File: src/rtl/high_score_entry_pkg.sv
`default_nettype none
// ============================================================================
// high_score_entry_pkg: states, glyph font, text and BCD helper. Rev 1.0
// ============================================================================
package high_score_entry_pkg;

  localparam logic [1:0] ST_IDLE   = 2'd0;
  localparam logic [1:0] ST_CHECK  = 2'd1;
  localparam logic [1:0] ST_ENTRY  = 2'd2;
  localparam logic [1:0] ST_RESULT = 2'd3;

  localparam logic [1:0] SEL_BLANK  = 2'd0;
  localparam logic [1:0] SEL_LETTER = 2'd1;
  localparam logic [1:0] SEL_DIGIT  = 2'd2;

  // Active-low segments, bit order g..a
  localparam logic [6:0] GLY_BLANK = 7'b1111111;
  localparam logic [6:0] GLY_A     = 7'b0001000;
  localparam logic [6:0] GLY_H     = 7'b0001001;
  localparam logic [6:0] GLY_I     = 7'b1001111;
  localparam logic [6:0] GLY_G     = 7'b1000010;
  localparam logic [6:0] GLY_S     = 7'b0010010;
  localparam logic [6:0] GLY_C     = 7'b1000110;
  localparam logic [6:0] GLY_O     = 7'b1000000;
  localparam logic [6:0] GLY_R     = 7'b1001100;

  // Letter indices, first letter in the top field
  localparam logic [19:0] TXT_HIGH = {5'd7, 5'd8, 5'd6, 5'd7};
  localparam logic [19:0] TXT_SCOR = {5'd18, 5'd2, 5'd14, 5'd17};

  function automatic logic [6:0] letter_glyph(input logic [4:0] idx);
    case (idx)
      5'd0:    return GLY_A;
      5'd1:    return 7'b0000011;
      5'd2:    return GLY_C;
      5'd3:    return 7'b0100001;
      5'd4:    return 7'b0000110;
      5'd5:    return 7'b0001110;
      5'd6:    return GLY_G;
      5'd7:    return GLY_H;
      5'd8:    return GLY_I;
      5'd9:    return 7'b1100001;
      5'd10:   return 7'b0001010;
      5'd11:   return 7'b1000111;
      5'd12:   return 7'b1101010;
      5'd13:   return 7'b0101011;
      5'd14:   return GLY_O;
      5'd15:   return 7'b0001100;
      5'd16:   return 7'b0011000;
      5'd17:   return GLY_R;
      5'd18:   return GLY_S;
      5'd19:   return 7'b0000111;
      5'd20:   return 7'b1000001;
      5'd21:   return 7'b1100011;
      5'd22:   return 7'b1010101;
      5'd23:   return 7'b0001001;
      5'd24:   return 7'b0010001;
      5'd25:   return 7'b0100100;
      default: return GLY_BLANK;
    endcase
  endfunction

  function automatic logic [6:0] digit_glyph(input logic [3:0] d);
    case (d)
      4'd0:    return 7'b1000000;
      4'd1:    return 7'b1111001;
      4'd2:    return 7'b0100100;
      4'd3:    return 7'b0110000;
      4'd4:    return 7'b0011001;
      4'd5:    return 7'b0010010;
      4'd6:    return 7'b0000010;
      4'd7:    return 7'b1111000;
      4'd8:    return 7'b0000000;
      4'd9:    return 7'b0010000;
      default: return GLY_BLANK;
    endcase
  endfunction

  function automatic logic [7:0] to_bcd(input logic [5:0] bin);
    logic [3:0] tens;
    logic [3:0] ones;
    tens = 4'(bin / 6'd10);
    ones = 4'(bin % 6'd10);
    return {tens, ones};
  endfunction

endpackage
`default_nettype wire

File: src/rtl/high_score_entry_seg_glyph_rom.sv
`default_nettype none
// ============================================================================
// seg_glyph_rom: letter index or decimal digit to active-low glyph. Rev 1.0
// ============================================================================
module seg_glyph_rom
  import high_score_entry_pkg::*;
(
  input  logic [1:0] sel,
  input  logic [4:0] letter,
  input  logic [3:0] digit,
  output logic [6:0] glyph
);

  always_comb begin
    case (sel)
      SEL_LETTER: glyph = letter_glyph(letter);
      SEL_DIGIT:  glyph = digit_glyph(digit);
      default:    glyph = GLY_BLANK;
    endcase
  end

endmodule
`default_nettype wire

File: src/rtl/high_score_entry.sv
`default_nettype none
// ============================================================================
// high_score_entry: high-score check, initials entry and message display. Rev 1.0
// ============================================================================
module high_score_entry
  import high_score_entry_pkg::*;
#(
  parameter int SCORE_W      = 6,
  parameter int RESULT_TICKS = 10
) (
  input  logic               clk,
  input  logic               rst,
  input  logic               tick_1hz,
  input  logic               game_over,
  input  logic [SCORE_W-1:0] score,
  input  logic               show_req,
  input  logic               btn_up,
  input  logic               btn_down,
  input  logic               btn_mid,
  output logic [27:0]        msg,
  output logic               new_game,
  output logic [SCORE_W-1:0] hs_score,
  output logic [14:0]        hs_initials,
  output logic               busy
);

  localparam int CNT_W = $clog2(RESULT_TICKS + 1);

  logic [1:0]         state, state_next;
  logic               game_over_q, show_req_q;
  logic [SCORE_W-1:0] cur_score;
  logic [1:0]         phase, cursor;
  logic [14:0]        entry, entry_next;
  logic [4:0]         cur_letter, new_letter;
  logic [CNT_W-1:0]   tick_cnt;
  logic               start, one_press, commit, last_tick;
  logic [7:0]         bcd;
  logic [1:0]         sel    [4];
  logic [4:0]         letter [4];
  logic [3:0]         digit  [4];
  logic [6:0]         glyph  [4];

  assign start     = game_over & ~game_over_q;
  // Parity high and not all three set means exactly one press
  assign one_press = (btn_up ^ btn_down ^ btn_mid) & ~(btn_up & btn_down & btn_mid);
  assign commit    = (state == ST_ENTRY) & one_press & btn_mid & (cursor == 2'd2);
  assign last_tick = (state == ST_RESULT) & tick_1hz &
                     (tick_cnt == CNT_W'(RESULT_TICKS - 1));
  assign bcd       = to_bcd(6'(hs_score));

  always_ff @(posedge clk or posedge rst) begin
    if (rst) state <= ST_IDLE;
    else     state <= state_next;
  end

  always_comb begin
    state_next = state;
    case (state)
      ST_IDLE:  if (start) state_next = ST_CHECK;
      ST_CHECK: state_next = (cur_score > hs_score) ? ST_ENTRY : ST_RESULT;
      ST_ENTRY: if (commit) state_next = ST_RESULT;
      default:  if (last_tick) state_next = ST_IDLE;
    endcase
  end

  always_comb begin
    busy     = (state != ST_IDLE);
    new_game = last_tick;
  end

  always_comb begin
    case (cursor)
      2'd0:    cur_letter = entry[14:10];
      2'd1:    cur_letter = entry[9:5];
      default: cur_letter = entry[4:0];
    endcase
    new_letter = cur_letter;
    if (btn_up)        new_letter = (cur_letter == 5'd25) ? 5'd0  : cur_letter + 5'd1;
    else if (btn_down) new_letter = (cur_letter == 5'd0)  ? 5'd25 : cur_letter - 5'd1;
    entry_next = entry;
    case (cursor)
      2'd0:    entry_next[14:10] = new_letter;
      2'd1:    entry_next[9:5]   = new_letter;
      default: entry_next[4:0]   = new_letter;
    endcase
  end

  always_ff @(posedge clk or posedge rst) begin
    if (rst) begin
      game_over_q <= 1'b0;
      show_req_q  <= 1'b0;
      cur_score   <= '0;
      phase       <= 2'd0;
      cursor      <= 2'd0;
      entry       <= '0;
      tick_cnt    <= '0;
      hs_score    <= '0;
      hs_initials <= '0;
    end else begin
      game_over_q <= game_over;
      show_req_q  <= show_req;
      case (state)
        ST_IDLE: begin
          if (start) cur_score <= score;
          if (show_req & ~show_req_q) phase <= 2'd0;
          else if (tick_1hz)          phase <= phase + 2'd1;
        end
        ST_CHECK: begin
          cursor   <= 2'd0;
          entry    <= '0;
          phase    <= 2'd0;
          tick_cnt <= '0;
        end
        ST_ENTRY: begin
          phase    <= 2'd0;
          tick_cnt <= '0;
          if (one_press) begin
            entry <= entry_next;
            if (commit) begin
              hs_score    <= cur_score;
              hs_initials <= entry;
            end else if (btn_mid) begin
              cursor <= cursor + 2'd1;
            end
          end
        end
        default: begin
          if (last_tick) begin
            phase    <= 2'd0;
            tick_cnt <= '0;
          end else if (tick_1hz) begin
            phase    <= phase + 2'd1;
            tick_cnt <= tick_cnt + CNT_W'(1);
          end
        end
      endcase
    end
  end

  // Digit 3 is leftmost; letter fields are stored first-letter-highest
  always_comb begin
    for (int i = 0; i < 4; i++) begin
      sel[i]    = SEL_BLANK;
      letter[i] = '0;
      digit[i]  = '0;
    end
    if (state == ST_ENTRY) begin
      for (int i = 1; i < 4; i++) begin
        sel[i]    = SEL_LETTER;
        letter[i] = entry[5*(i-1) +: 5];
      end
      sel[0]   = SEL_DIGIT;
      digit[0] = {2'b00, cursor} + 4'd1;
    end else if (state == ST_RESULT || (state == ST_IDLE && show_req)) begin
      case (phase)
        2'd0: for (int i = 0; i < 4; i++) begin
          sel[i]    = SEL_LETTER;
          letter[i] = TXT_HIGH[5*i +: 5];
        end
        2'd1: for (int i = 0; i < 4; i++) begin
          sel[i]    = SEL_LETTER;
          letter[i] = TXT_SCOR[5*i +: 5];
        end
        2'd2: for (int i = 1; i < 4; i++) begin
          sel[i]    = SEL_LETTER;
          letter[i] = hs_initials[5*(i-1) +: 5];
        end
        default: begin
          sel[1]   = SEL_DIGIT;
          digit[1] = bcd[7:4];
          sel[0]   = SEL_DIGIT;
          digit[0] = bcd[3:0];
        end
      endcase
    end
  end

  for (genvar g = 0; g < 4; g++) begin : g_digit
    seg_glyph_rom u_rom (
      .sel    (sel[g]),
      .letter (letter[g]),
      .digit  (digit[g]),
      .glyph  (glyph[g])
    );
  end

  always_ff @(posedge clk or posedge rst) begin
    if (rst) msg <= 28'hFFFFFFF;
    else     msg <= {glyph[3], glyph[2], glyph[1], glyph[0]};
  end

endmodule
`default_nettype wire
File: config.mk
export PLATFORM = sky130hd
export DESIGN_NAME = high_score_entry
export DESIGN_NICKNAME = d
export VERILOG_FILES = /design/src/rtl/high_score_entry_pkg.sv /design/src/rtl/high_score_entry_seg_glyph_rom.sv /design/src/rtl/high_score_entry.sv
export SDC_FILE = /design/constraint.sdc
export NUM_CORES = 1
export LEC_CHECK = 0
export BUFFER_PORTS_ARGS = -buffer_cell sky130_fd_sc_hd__buf_4
export CAP_MARGIN = 20
export CORE_ASPECT_RATIO = 1.25
export CORE_MARGIN = 2
export CORE_UTILIZATION = 40
export DETAILED_ROUTE_END_ITERATION = 12
export PLACE_DENSITY = 0.63
export SLEW_MARGIN = 20
export SYNTH_ARGS = -nofsm -noshare
export SYNTH_HDL_FRONTEND = slang
export SYNTH_SLANG_ARGS = --single-unit
File: constraint.sdc
create_clock -name clk -period 3.1 [get_ports clk]
set_input_delay 0.31 -clock clk [delete_from_list [all_inputs] [get_ports clk]]
set_output_delay 0.31 -clock clk [all_outputs]
set_load 0.02 [all_outputs]
==> results of run 1 <==
## worst paths after layout
| path | slack [ps] | cells past startpoint | startpoint | end |
|---|---|---|---|---|
| worst min register to register | 510 | 1 | cur_score[0] | cur_score[0] |
| min in group clk | 80 | 1 | game_over | game_over_q |
| worst max register to register | 200 | 11 | hs_score[3] | msg[3] |
| max in group asynchronous | 2290 | 3 | rst | phase[0] |
| worst max-delay path | 200 | 11 | hs_score[3] | msg[3] |
| worst min-delay path | 20 | 2 | rst | hs_score[2] |
## kinds of logic after synthesis
group	Yosys count	synth area share, %
multiplexers	50	8.78
AND/OR/NAND/NOR	184	13.8
AO/OA/AOI/OAI	239	25.9
XOR/XNOR	8	1.08
flip-flops	82	32.2
adder cells (fa/ha/maj)	67	12.9
buffers and inverters	76	5.27
## through the flow
step,worst slack (ps),hold WS [ps]
floorplan,172,341
detailed placement,116,413
global route,12.9,72.0
global placement,241,403
CTS,101,42.4
finish,205,25.0
## cells in the mapped netlist (all sizes together), types with 8 or more instances
cell type | n | area, µm²
a211oi | 12 | 90.1
nor2 | 42 | 160
o31ai | 10 | 93.8
buf | 26 | 154
nor3 | 8 | 45.0
o21a | 9 | 67.6
ha | 67 | 838
a31oi | 8 | 50.1
dfrtp | 54 | 1350
o211ai | 13 | 97.6
nand2 | 78 | 293
nand3 | 9 | 57.6
inv | 42 | 158
a21oi | 50 | 269
dfstp | 28 | 736
mux2 | 45 | 507
o21ai | 59 | 299
## registers in the layout (all words and copies together) (netlist names)
| name | cells |
|---|---|
| cur_score | 6 |
| cursor | 2 |
| entry | 15 |
| game_over_q | 1 |
| hs_initials | 15 |
| hs_score | 6 |
| msg | 28 |
| phase | 2 |
| show_req_q | 1 |
| state | 2 |
| tick_cnt | 4 |
## power groups by stage
stage | registers (W) | logic (W) | clock network, W
5_1_grt | 0.00195 | 0.00584 | 0.00114
3_5_place_dp | 0.00192 | 0.00525 | 0
3_3_place_gp | 0.00190 | 0.00510 | 0
4_1_cts | 0.00190 | 0.00528 | 0.00109
6_report | 0.00190 | 0.00532 | 0.00107
2_1_floorplan | 0.00213 | 0.00352 | 0
## critical path, delay by kind of cell, from the launching register on
family / cells / cell delay [ps]
fa+ha+maj: 1 / 280
flops: 1 / 370
simple gates: 5 / 1100
compound gates: 5 / 1040
## per-layer routing
metal / wire, µm / vias up
li1: - / 2738
met1: 7380 / 2840
met2: 8480 / 217
met3: 789 / 37
met4: 504 / 0
met5: 0 / -
## cell type report
cell class,instances,area (µm²)
flip-flops and latches,82,2090
clock inverters,5,55.1
fillers,1518,8400
inverters,43,163
well taps,216,270
repair buffers,96,733
multi-input cells,548,4060
clock buffers,11,233
## repair_timing
item / in CTS / in global routing
setup endpoints to repair: 0 / 7
resized for setup: 0 / 2
hold buffers: 0 / 0
==> reports/results.ini, run 1 <==
[clocking]
cts_tree=built
cts_root_buf=clkbuf_16
cts_setup_buffers=0
cts_buffers=9
clk_pin_slew_ps=70
clockBufferDepth=2
htreeDepth=3
clk_latency_ps=340
cts.sink_count=82

[global_routing]
grt_pass1_vias=5739
grt-ovfl-total=0
grt_use_met2_pct=34.7
antenna_found_initial=0
grt_first_pass_wirelength_um=28000
use_met3_pct=2.85
grt_max_degree=38
grtUsageMet1_pct=24.2
grt.busiest_layer=met2
grtUsageTotal_pct=19.8

[min_path]
hold_path.class=primary input to asynchronous set/reset pin

[sta]
fmax_mhz=345
setup_viol=0
fin_crit_sh_pct=93.4
rsz0062_at_grt=no
period_minus_slack_ps=2900
setup_tns_ps=0
slew_violations=0
relSlewSlack_pct=58.5
hold_viol=0
fin_skew_ps=9.13
worstMarginPinSlew_ps=621

[synthesis]
synth_edf_count=0
synth.avg_cell_area_um2=9.19
synth_cells=706
ys_types=87
async_flop_share_pct=100
synth-warning-count=0
synth_nets=787
synth_ff_type=dfrtp_1
synth_area_um2=6490
synth_seq_cells=82
seq_area_frac_synth_pct=32.2

[layout]
finalNetCount=861
fin_cells=1001
stdcell_area_um2=7600
num_antenna_cells=0
final_common_cell=buf_4
layout_common_cells=buf_4 (95), nand2_1 (78), ha_1 (67)
layout-drive-gt1-share_pct=27.1
area_growth_syn_to_layout_pct=17.2
final_core_util_pct=47.5

[power_and_ir_drop]
vdd_drop_max_v=0.000407
pwr-share-seq_pct=22.9
power.share.combinational_pct=64.2
p_per_area_nw_per_um2=1090
p_clk_share_pct=12.9
leakagePower_nw=3.43
fin_total_pwr_w=0.00829
p_int_w=0.00435
switching_share_pct=47.5
p_switching_w=0.00394

[drt]
drt_iter0_drc=433
via_per_inst=5.83
drc=0
wire_per_inst_um=17.1
vias=5832
ant_nets=0
routed_wl_um=17200
first_pass_iters=8

[placed_design]
port_buffers=64
dp_hpwl_um=12900
place_inst=985
gp_congestion=0.945
place_area_um2=7310

[floorplan]
core_um2=16000
fp-row-count=52
die_area_um2=17300
io_pins=65
die-width_um=118
start_util_pct=40.5
chipHeight_um=146

[setup_path]
path_class=register to register
critPathMaxStageDelay_ps=370
path_max_fanout=7
start_kind=register
cp_cell_sequence=and2b_1 -> nand2_1 -> and3_1 -> a21oi_1 -> ha_1 -> nor3b_1 -> o21ai_0 -> a311oi_2 -> or2_2 -> a211oi_1 -> o21ai_0
path_common_cell=o21ai_0
cp-end-kind=register
required_ps=3330
critPathArrivalTime_ps=3130
crit_slowest_cell=dfrtp_1

[status]
status=complete, no violations

[flow_run]
max_cap_violations=0

(Power assumes the default switching activity.)
==> run 2, diff against run 1 <==
clock period = 2.5 ns   (was 3.1 ns; I/O delays follow)
==> run 2 against run 1 <==
  * The run now ends with negative setup slack left
  * Global-route usage grew 1.9 points
  * Sequential share of layout area shrank 4.2 points
  * Sequential power up 25%
  * Clock-buffer cell count down 1
  * Core utilization rose by 8.8 points
  * Critical path type unchanged
  * Critical endpoint is now msg[4]
==> reports/results.ini, run 2 (synthesized netlist as in run 1, its figures left out) <==
[setup_path]
required_ps=2770
start_kind=register
path_max_fanout=5
path_class=register to register
cp-end-kind=register
cp_cell_sequence=and2b_2 -> nand2_4 -> and3_4 -> a21oi_4 -> ha_4 -> and2_4 -> o21ai_2 -> a311oi_2 -> buf_4 -> nor3b_2 -> o31a_1 -> o31ai_2
crit_slowest_cell=dfrtp_2
critPathMaxStageDelay_ps=420
critPathArrivalTime_ps=2770
path_delay_family=compound AO/OA/AOI/OAI gates
crit_buf_inv=1

[drt]
drt_iter0_drc=302
drc=0
via_per_inst=5.60
wire_per_inst_um=17.4
vias=6136
ant_nets=0
first_pass_iters=5
routed_wl_um=19000

[placed_design]
place_area_um2=7920
place_inst=1053
gp_congestion=0.930
dp_hpwl_um=14200
port_buffers=64

[sta]
layout_setup_ws_ps=-0.279
fin_crit_sh_pct=100
fin_skew_ps=7.80
relSlewSlack_pct=63.1
hold_viol=0
worstMarginPinSlew_ps=552
setup_viol=1
rsz0062_at_grt=yes
period_minus_slack_ps=2500
slew_violations=0
fmax_mhz=400

[power_and_ir_drop]
p_int_w=0.00706
p_per_area_nw_per_um2=1420
pwr-share-seq_pct=18.6
power.share.combinational_pct=68.9
vdd_drop_max_v=0.000542
p_switching_w=0.00570
p_clk_share_pct=12.4
leakagePower_nw=4.01
switching_share_pct=44.7

[layout]
top_register=msg
num_antenna_cells=0
largest_register_ffs=28
layout_common_cells=buf_4 (178), nand2_1 (75), dfrtp_1 (49)
finalNetCount=956
area_growth_syn_to_layout_pct=38.8
final_common_cell=buf_4
stdcell_area_um2=9010
fin_cells=1096
top_regs=msg: 28 flops, entry: 15 flops, hs_initials: 15 flops
layout-drive-gt1-share_pct=45.3

[floorplan]
chipHeight_um=146
fp-row-count=52
io_pins=65
core_um2=16000
die-width_um=118
start_util_pct=40.5
die_area_um2=17300

[clocking]
cts.sink_count=82
cts_root_buf=clkbuf_16
htreeDepth=3
clk_latency_ps=350
clk_pin_slew_ps=70
cts_buffers=9
clockBufferDepth=2
cts_tree=built

[global_routing]
grtUsageTotal_pct=21.7
grt_max_degree=54
antenna_found_initial=0
grt_first_pass_wirelength_um=30400
grt-ovfl-total=0
grt_pass1_vias=6072

[status]
status=complete, but fails checks
violations=negative setup slack

[min_path]
hold_path.class=primary input to register

[flow_run]
max_cap_violations=0

run 2: cell count changes in the layout (fill, tap and decap cells not counted), moves of 6 or more:
cell     previous run  this run
a21oi_1            46        40
buf_4              95       178
buf_6               0         9
ha_1               67        46
ha_2                0         7
ha_4                0        14
inv_1              40        28
inv_2               1        12
nor2_1             41        34
o21ai_0            57        41
o21ai_1             1        11
run 2: layer usage:
metal	routed length, µm	track usage [%]
met1	8270	27.3
met2	9670	38.1
met3	716	3.20
met4	371	7.05
met5	0	0
run 2: stage by stage:
| step | util [%] | setup slack (ps) | setup TNS, ps | total power [W] | hold slack [ps] |
|---|---|---|---|---|---|
| 6_report | 56.3 | -0.279 | -0.279 | 0.0128 | 16.0 |
| 3_3_place_gp | 49.5 | -51.6 | -298 | 0.00963 | 316 |
| 3_5_place_dp | 49.5 | -169 | -2010 | 0.00983 | 324 |
| 4_1_cts | 52.7 | -40.5 | -52.3 | 0.0117 | 5.49 |
| 2_1_floorplan | - | -107 | -564 | 0.00719 | 281 |
| 5_1_grt | 56.3 | -91.0 | -562 | 0.0136 | 2.24 |
run 2: what timing repair did:
| action | in CTS | in global routing |
|---|---|---|
| gates resized for setup | 24 | 101 |
| endpoints found under the hold margin | 15 | 0 |
| endpoints found under the setup margin | 32 | 38 |
| pin swaps | 8 | 44 |
| setup buffers | 9 | 19 |
| hold buffers | 1 | 0 |
run 2: worst reg2reg max path: stages, from the launching register on:
cell and delay, ps:
dfrtp_2 420, and2b_2 250, nand2_4 60, and3_4 170, a21oi_4 130, ha_4 180, and2_4 140, o21ai_2 60
a311oi_2 390, buf_4 240, nor3b_2 60, o31a_1 250, o31ai_2 70
run 2: cell type report:
class                   instances  area (µm²)
clock buffers                  10         239
multi-input cells             548        4620
well taps                     216         270
repair buffers                191        1510
flip-flops and latches         82        2090
fillers                      1398        7000
clock inverters                 6         113
inverters                      43         168
run 2: worst paths after layout:
check / startpoint / to / slack, ps / depth (start not counted)
setup / recovery: hs_score[3] / msg[4] / -0.3 / 12
hold / removal: game_over / game_over_q / 20 / 1
setup reg to reg: hs_score[3] / msg[4] / -0.3 / 12
hold reg to reg: cur_score[0] / cur_score[0] / 510 / 1
max in group asynchronous: rst / msg[20] / 1300 / 4
min in group asynchronous: rst / hs_score[1] / 500 / 3
run 2: power by group through the flow:
stage	registers (W)	clock network, W	logic, W
after floorplan	0.00264	0	0.00454
after global placement	0.00235	0	0.00727
after detailed placement	0.00238	0	0.00746
after CTS	0.00235	0.00162	0.00773
after global routing	0.00244	0.00167	0.00954
final	0.00237	0.00159	0.00880
